**src/rtl/n_bit_register_pkg.sv**
```systemverilog
// Shared width limits and parity helper for the n_bit_register slice.
package n_bit_register_pkg;

    localparam int unsigned DEFAULT_WIDTH = 8;
    localparam int unsigned MAX_WIDTH     = 64;

    // Even parity over a word; narrower words are zero-extended by the caller.
    function automatic logic even_parity(input logic [MAX_WIDTH-1:0] word);
        return ^word;
    endfunction

endpackage

```
**src/rtl/register_bit_cell.sv**
```systemverilog
// Single storage bit with synchronous active-high reset and load enable.
module register_bit_cell #(
    parameter logic RESET_BIT = 1'b0
) (
    input  logic clk,
    input  logic reset,
    input  logic enable,
    input  logic d,
    output logic q
);

    always_ff @(posedge clk) begin
        if (reset) begin
            q <= RESET_BIT;
        end else if (enable) begin
            q <= d;
        end
    end

endmodule

```
**src/rtl/n_bit_register.sv**
```systemverilog
// N-bit write-enabled register built from register_bit_cell instances.
// Optional registered even-parity output: define N_BIT_REGISTER_PARITY_EN.
module n_bit_register
    import n_bit_register_pkg::*;
#(
    parameter int unsigned    N           = DEFAULT_WIDTH,
    parameter logic [N-1:0]   RESET_VALUE = '0
) (
    input  logic         clk,
    input  logic         reset,
    input  logic [N-1:0] data_in,
    input  logic         write_enable,
    output logic [N-1:0] data_out
`ifdef N_BIT_REGISTER_PARITY_EN
    ,
    output logic         parity_out
`endif
);

    if (N == 0 || N > MAX_WIDTH) begin : g_bad_width
        $error("n_bit_register: N=%0d outside legal range 1..%0d", N, MAX_WIDTH);
    end

    for (genvar i = 0; i < int'(N); i++) begin : g_bit
        register_bit_cell #(
            .RESET_BIT (RESET_VALUE[i])
        ) u_cell (
            .clk    (clk),
            .reset  (reset),
            .enable (write_enable),
            .d      (data_in[i]),
            .q      (data_out[i])
        );
    end

`ifdef N_BIT_REGISTER_PARITY_EN
    // Parity is computed from the incoming word so it lands on the same edge as the data.
    localparam logic RESET_PARITY = even_parity(MAX_WIDTH'(RESET_VALUE));

    logic parity_next_c;

    always_comb begin
        parity_next_c = even_parity(MAX_WIDTH'(data_in));
    end

    register_bit_cell #(
        .RESET_BIT (RESET_PARITY)
    ) u_parity_cell (
        .clk    (clk),
        .reset  (reset),
        .enable (write_enable),
        .d      (parity_next_c),
        .q      (parity_out)
    );
`endif

endmodule

```
**config.mk**
```make
export PLATFORM = sky130hd
export DESIGN_NAME = n_bit_register
export DESIGN_NICKNAME = d
export VERILOG_FILES = /design/src/rtl/n_bit_register_pkg.sv /design/src/rtl/register_bit_cell.sv /design/src/rtl/n_bit_register.sv
export SDC_FILE = /design/constraint.sdc
export NUM_CORES = 1
export LEC_CHECK = 0
export ABC_AREA = 1
export BUFFER_PORTS_ARGS = -buffer_cell sky130_fd_sc_hd__clkbuf_2
export CAP_MARGIN = 20
export CORE_AREA = 8 8 45 47
export CTS_BUF_LIST = sky130_fd_sc_hd__clkbuf_8
export CTS_CLUSTER_SIZE = 16
export DETAILED_ROUTE_END_ITERATION = 10
export DIE_AREA = 0 0 53 55
export PLACE_DENSITY = 0.59
export SLEW_MARGIN = 20
export SYNTH_ARGS = -nofsm -noshare
export SYNTH_HDL_FRONTEND = slang
export SYNTH_SLANG_ARGS = --single-unit
```
**constraint.sdc**
```tcl
create_clock -name clk -period 0.8 [get_ports clk]
set_input_delay 0.12 -clock clk [delete_from_list [all_inputs] [get_ports clk]]
set_output_delay 0.12 -clock clk [all_outputs]
set_load 0.01 [all_outputs]
```
==> impl_metrics.tcl <==
set metrics [dict create \
    cp-end-kind "output port" \
    crit_slowest_cell "dfxtp_2" \
    synth_warnings 0 \
    ys_types 8 \
    area_delta_synth_final_pct 34.0 \
    grt_max_degree 17 \
    antennaDiodeCount 0 \
    reg2regPathDepth 3 \
    syn_area_per_cell_um2 6.81 \
    cp_cell_sequence "buf_6" \
    wl_um 789 \
    dieArea_um2 2920 \
    reg_top3 "g_bit.u_cell.q: 8 flops" \
    cts.sinks 8 \
    hold_viol 0 \
    cp-start-kind "register" \
    numCtsBuffers 3 \
    path_clk_slew_ps 40 \
    htree_num_levels 1 \
    worstPathRequired_ps 680 \
    synth_area_um2 402 \
    cp_max_fo 2 \
    seq_area_frac_synth 0.399 \
    cts.path.max_buffers 2 \
    layout_common_cells "15 x nor2_1, 15 x nand2_1, 10 x clkbuf_2" \
    cts-root-buf "clkbuf_8" \
    core_region_area_um2 1380 \
    maxCapViolCount 0 \
    drtIter0Drc 9 \
    port_buffers 18 \
    synthCells 59 \
    post-route-period-util 0.968 \
    start_util 0.290 \
    total_power_w 0.00110 \
    tightest_slew_ps 300 \
    hpwl_um 604 \
    place_area_um2 429 \
    insertion_delay_ps 220 \
    path_class "reg2out" \
    track_usage 0.0597 \
    worstReg2RegStart "g_bit[4].u_cell.q$_SDFFE_PP0P_" \
    rsz0062_at_grt "true" \
    worst_path_largest_cell_delay_ps 320 \
    setup_violations 0 \
    final_cell_area_um2 538 \
    path_delay_family "flip-flops" \
    vias_per_cell 3.72 \
    period_needed_ps 774 \
    hold_path_end "g_bit[4].u_cell.q$_SDFFE_PP0P_" \
    drc 0 \
    cts_tree "yes" \
    grt_antenna_before_repair 0 \
    post_drt_wl_per_cell_um 9.07 \
    r2r_setup_slack_ps 140 \
    syn_nets 70 \
    hp-class "in2reg" \
    skew_ps 0 \
    arrival_ps 650 \
    nFillCells 149 \
    peakVddDrop_uv 679 \
    cp_num_buf_inv 1 \
    leakage_nw 0.309 \
    grt_pass1_vias 292 \
    status "completed" \
    largest_reg_flops 8 \
    dr.pass1.iters 2 \
    num_rows 14 \
    die_h_um 55 \
    hold_depth 5 \
    drv_slew 0 \
    num_vias 324 \
    regMostFlops "g_bit.u_cell.q" \
    dpl_worst_slack_ps 99.6 \
    hold_buffers 0 \
    hold_start "data_in[4]" \
    die_x_um 53 \
    p_per_area_nw_per_um2 2040 \
    grt-ovfl-total 0 \
    synth_seq_cells 8 \
    gp_congestion 0.687 \
    r2r_end "g_bit[4].u_cell.q$_SDFFE_PP0P_" \
    nets 84 \
    grt_pass1_wl_um 1210 \
    worst_slack_ps 25.8 \
    drive_above_1_share 0.451 \
    io_pins 19 \
    fmax_mhz 1290 \
    ant_nets 0 \
    slew_headroom 0.800 \
]
[where the power goes]
part | leakage (nW) | switching (W) | internal [W]
Sequential | 0.0688 | 0.0000187 | 0.000435
Combinational | 0.218 | 0.0000753 | 0.0000940
Clock | 0.0216 | 0.000148 | 0.000325
[cell usage after synthesis, drive strengths merged]
| library cell | number | area share |
|---|---|---|
| dfxtp | 8 | 0.40 |
| nor2 | 16 | 0.16 |
| inv | 9 | 0.084 |
| nand2 | 16 | 0.16 |
| buf | 10 | 0.21 |
[layer usage]
layer	share of wire	track usage	vias to the layer above
met5	0	0	-
met4	0.039	0.0776	0
met3	0.11	0.0294	4
met2	0.38	0.0703	15
met1	0.48	0.0674	121
li1	-	-	184
[through the flow]
step                      instances  hold slack (ps)  TNS (ps)   util
after detailed placement         83              402         0  0.310
after CTS                        86              156     -1.23  0.347
final                            87              161         0  0.389
after floorplan                  59              308         0      -
after global placement           83              403         0  0.310
after global routing             87              181         0  0.389
[worst max-delay path by stage]
stage / startpoint / end / slack, ps / depth (start not counted)
2_1_floorplan: write_enable / g_bit[0].u_cell.q$_SDFFE_PP0P_ / 180 / 4
3_3_place_gp: write_enable / g_bit[1].u_cell.q$_SDFFE_PP0P_ / 120 / 4
3_5_place_dp: write_enable / g_bit[0].u_cell.q$_SDFFE_PP0P_ / 100 / 4
4_1_cts: g_bit[1].u_cell.q$_SDFFE_PP0P_ / data_out[1] / -1 / 1
5_1_grt: g_bit[1].u_cell.q$_SDFFE_PP0P_ / data_out[1] / 0.5 / 1
6_report: g_bit[2].u_cell.q$_SDFFE_PP0P_ / data_out[2] / 30 / 1
[final cells by class]
class | instances | area (µm²) | share of cell area
flip-flops and latches | 8 | 170 | 0.316
repair buffers | 19 | 148 | 0.274
multi-input cells | 32 | 125 | 0.233
clock buffers | 3 | 41.3 | 0.0767
inverters | 9 | 33.8 | 0.0628
well taps | 16 | 20.0 | 0.0372
[cells by family after synthesis]
kind of cell	synth area share
AND/OR/NAND/NOR	0.312
flip-flops	0.399
buffers and inverters	0.290
[timing repair]
action | CTS | global route
buffers inserted | 0 | 1
pin swaps | 0 | 0
endpoints found under the setup margin | 8 | 8
gates resized for setup | 8 | 16
cloned | 0 | 0
Note: power is estimated with default switching activity, not from simulation.
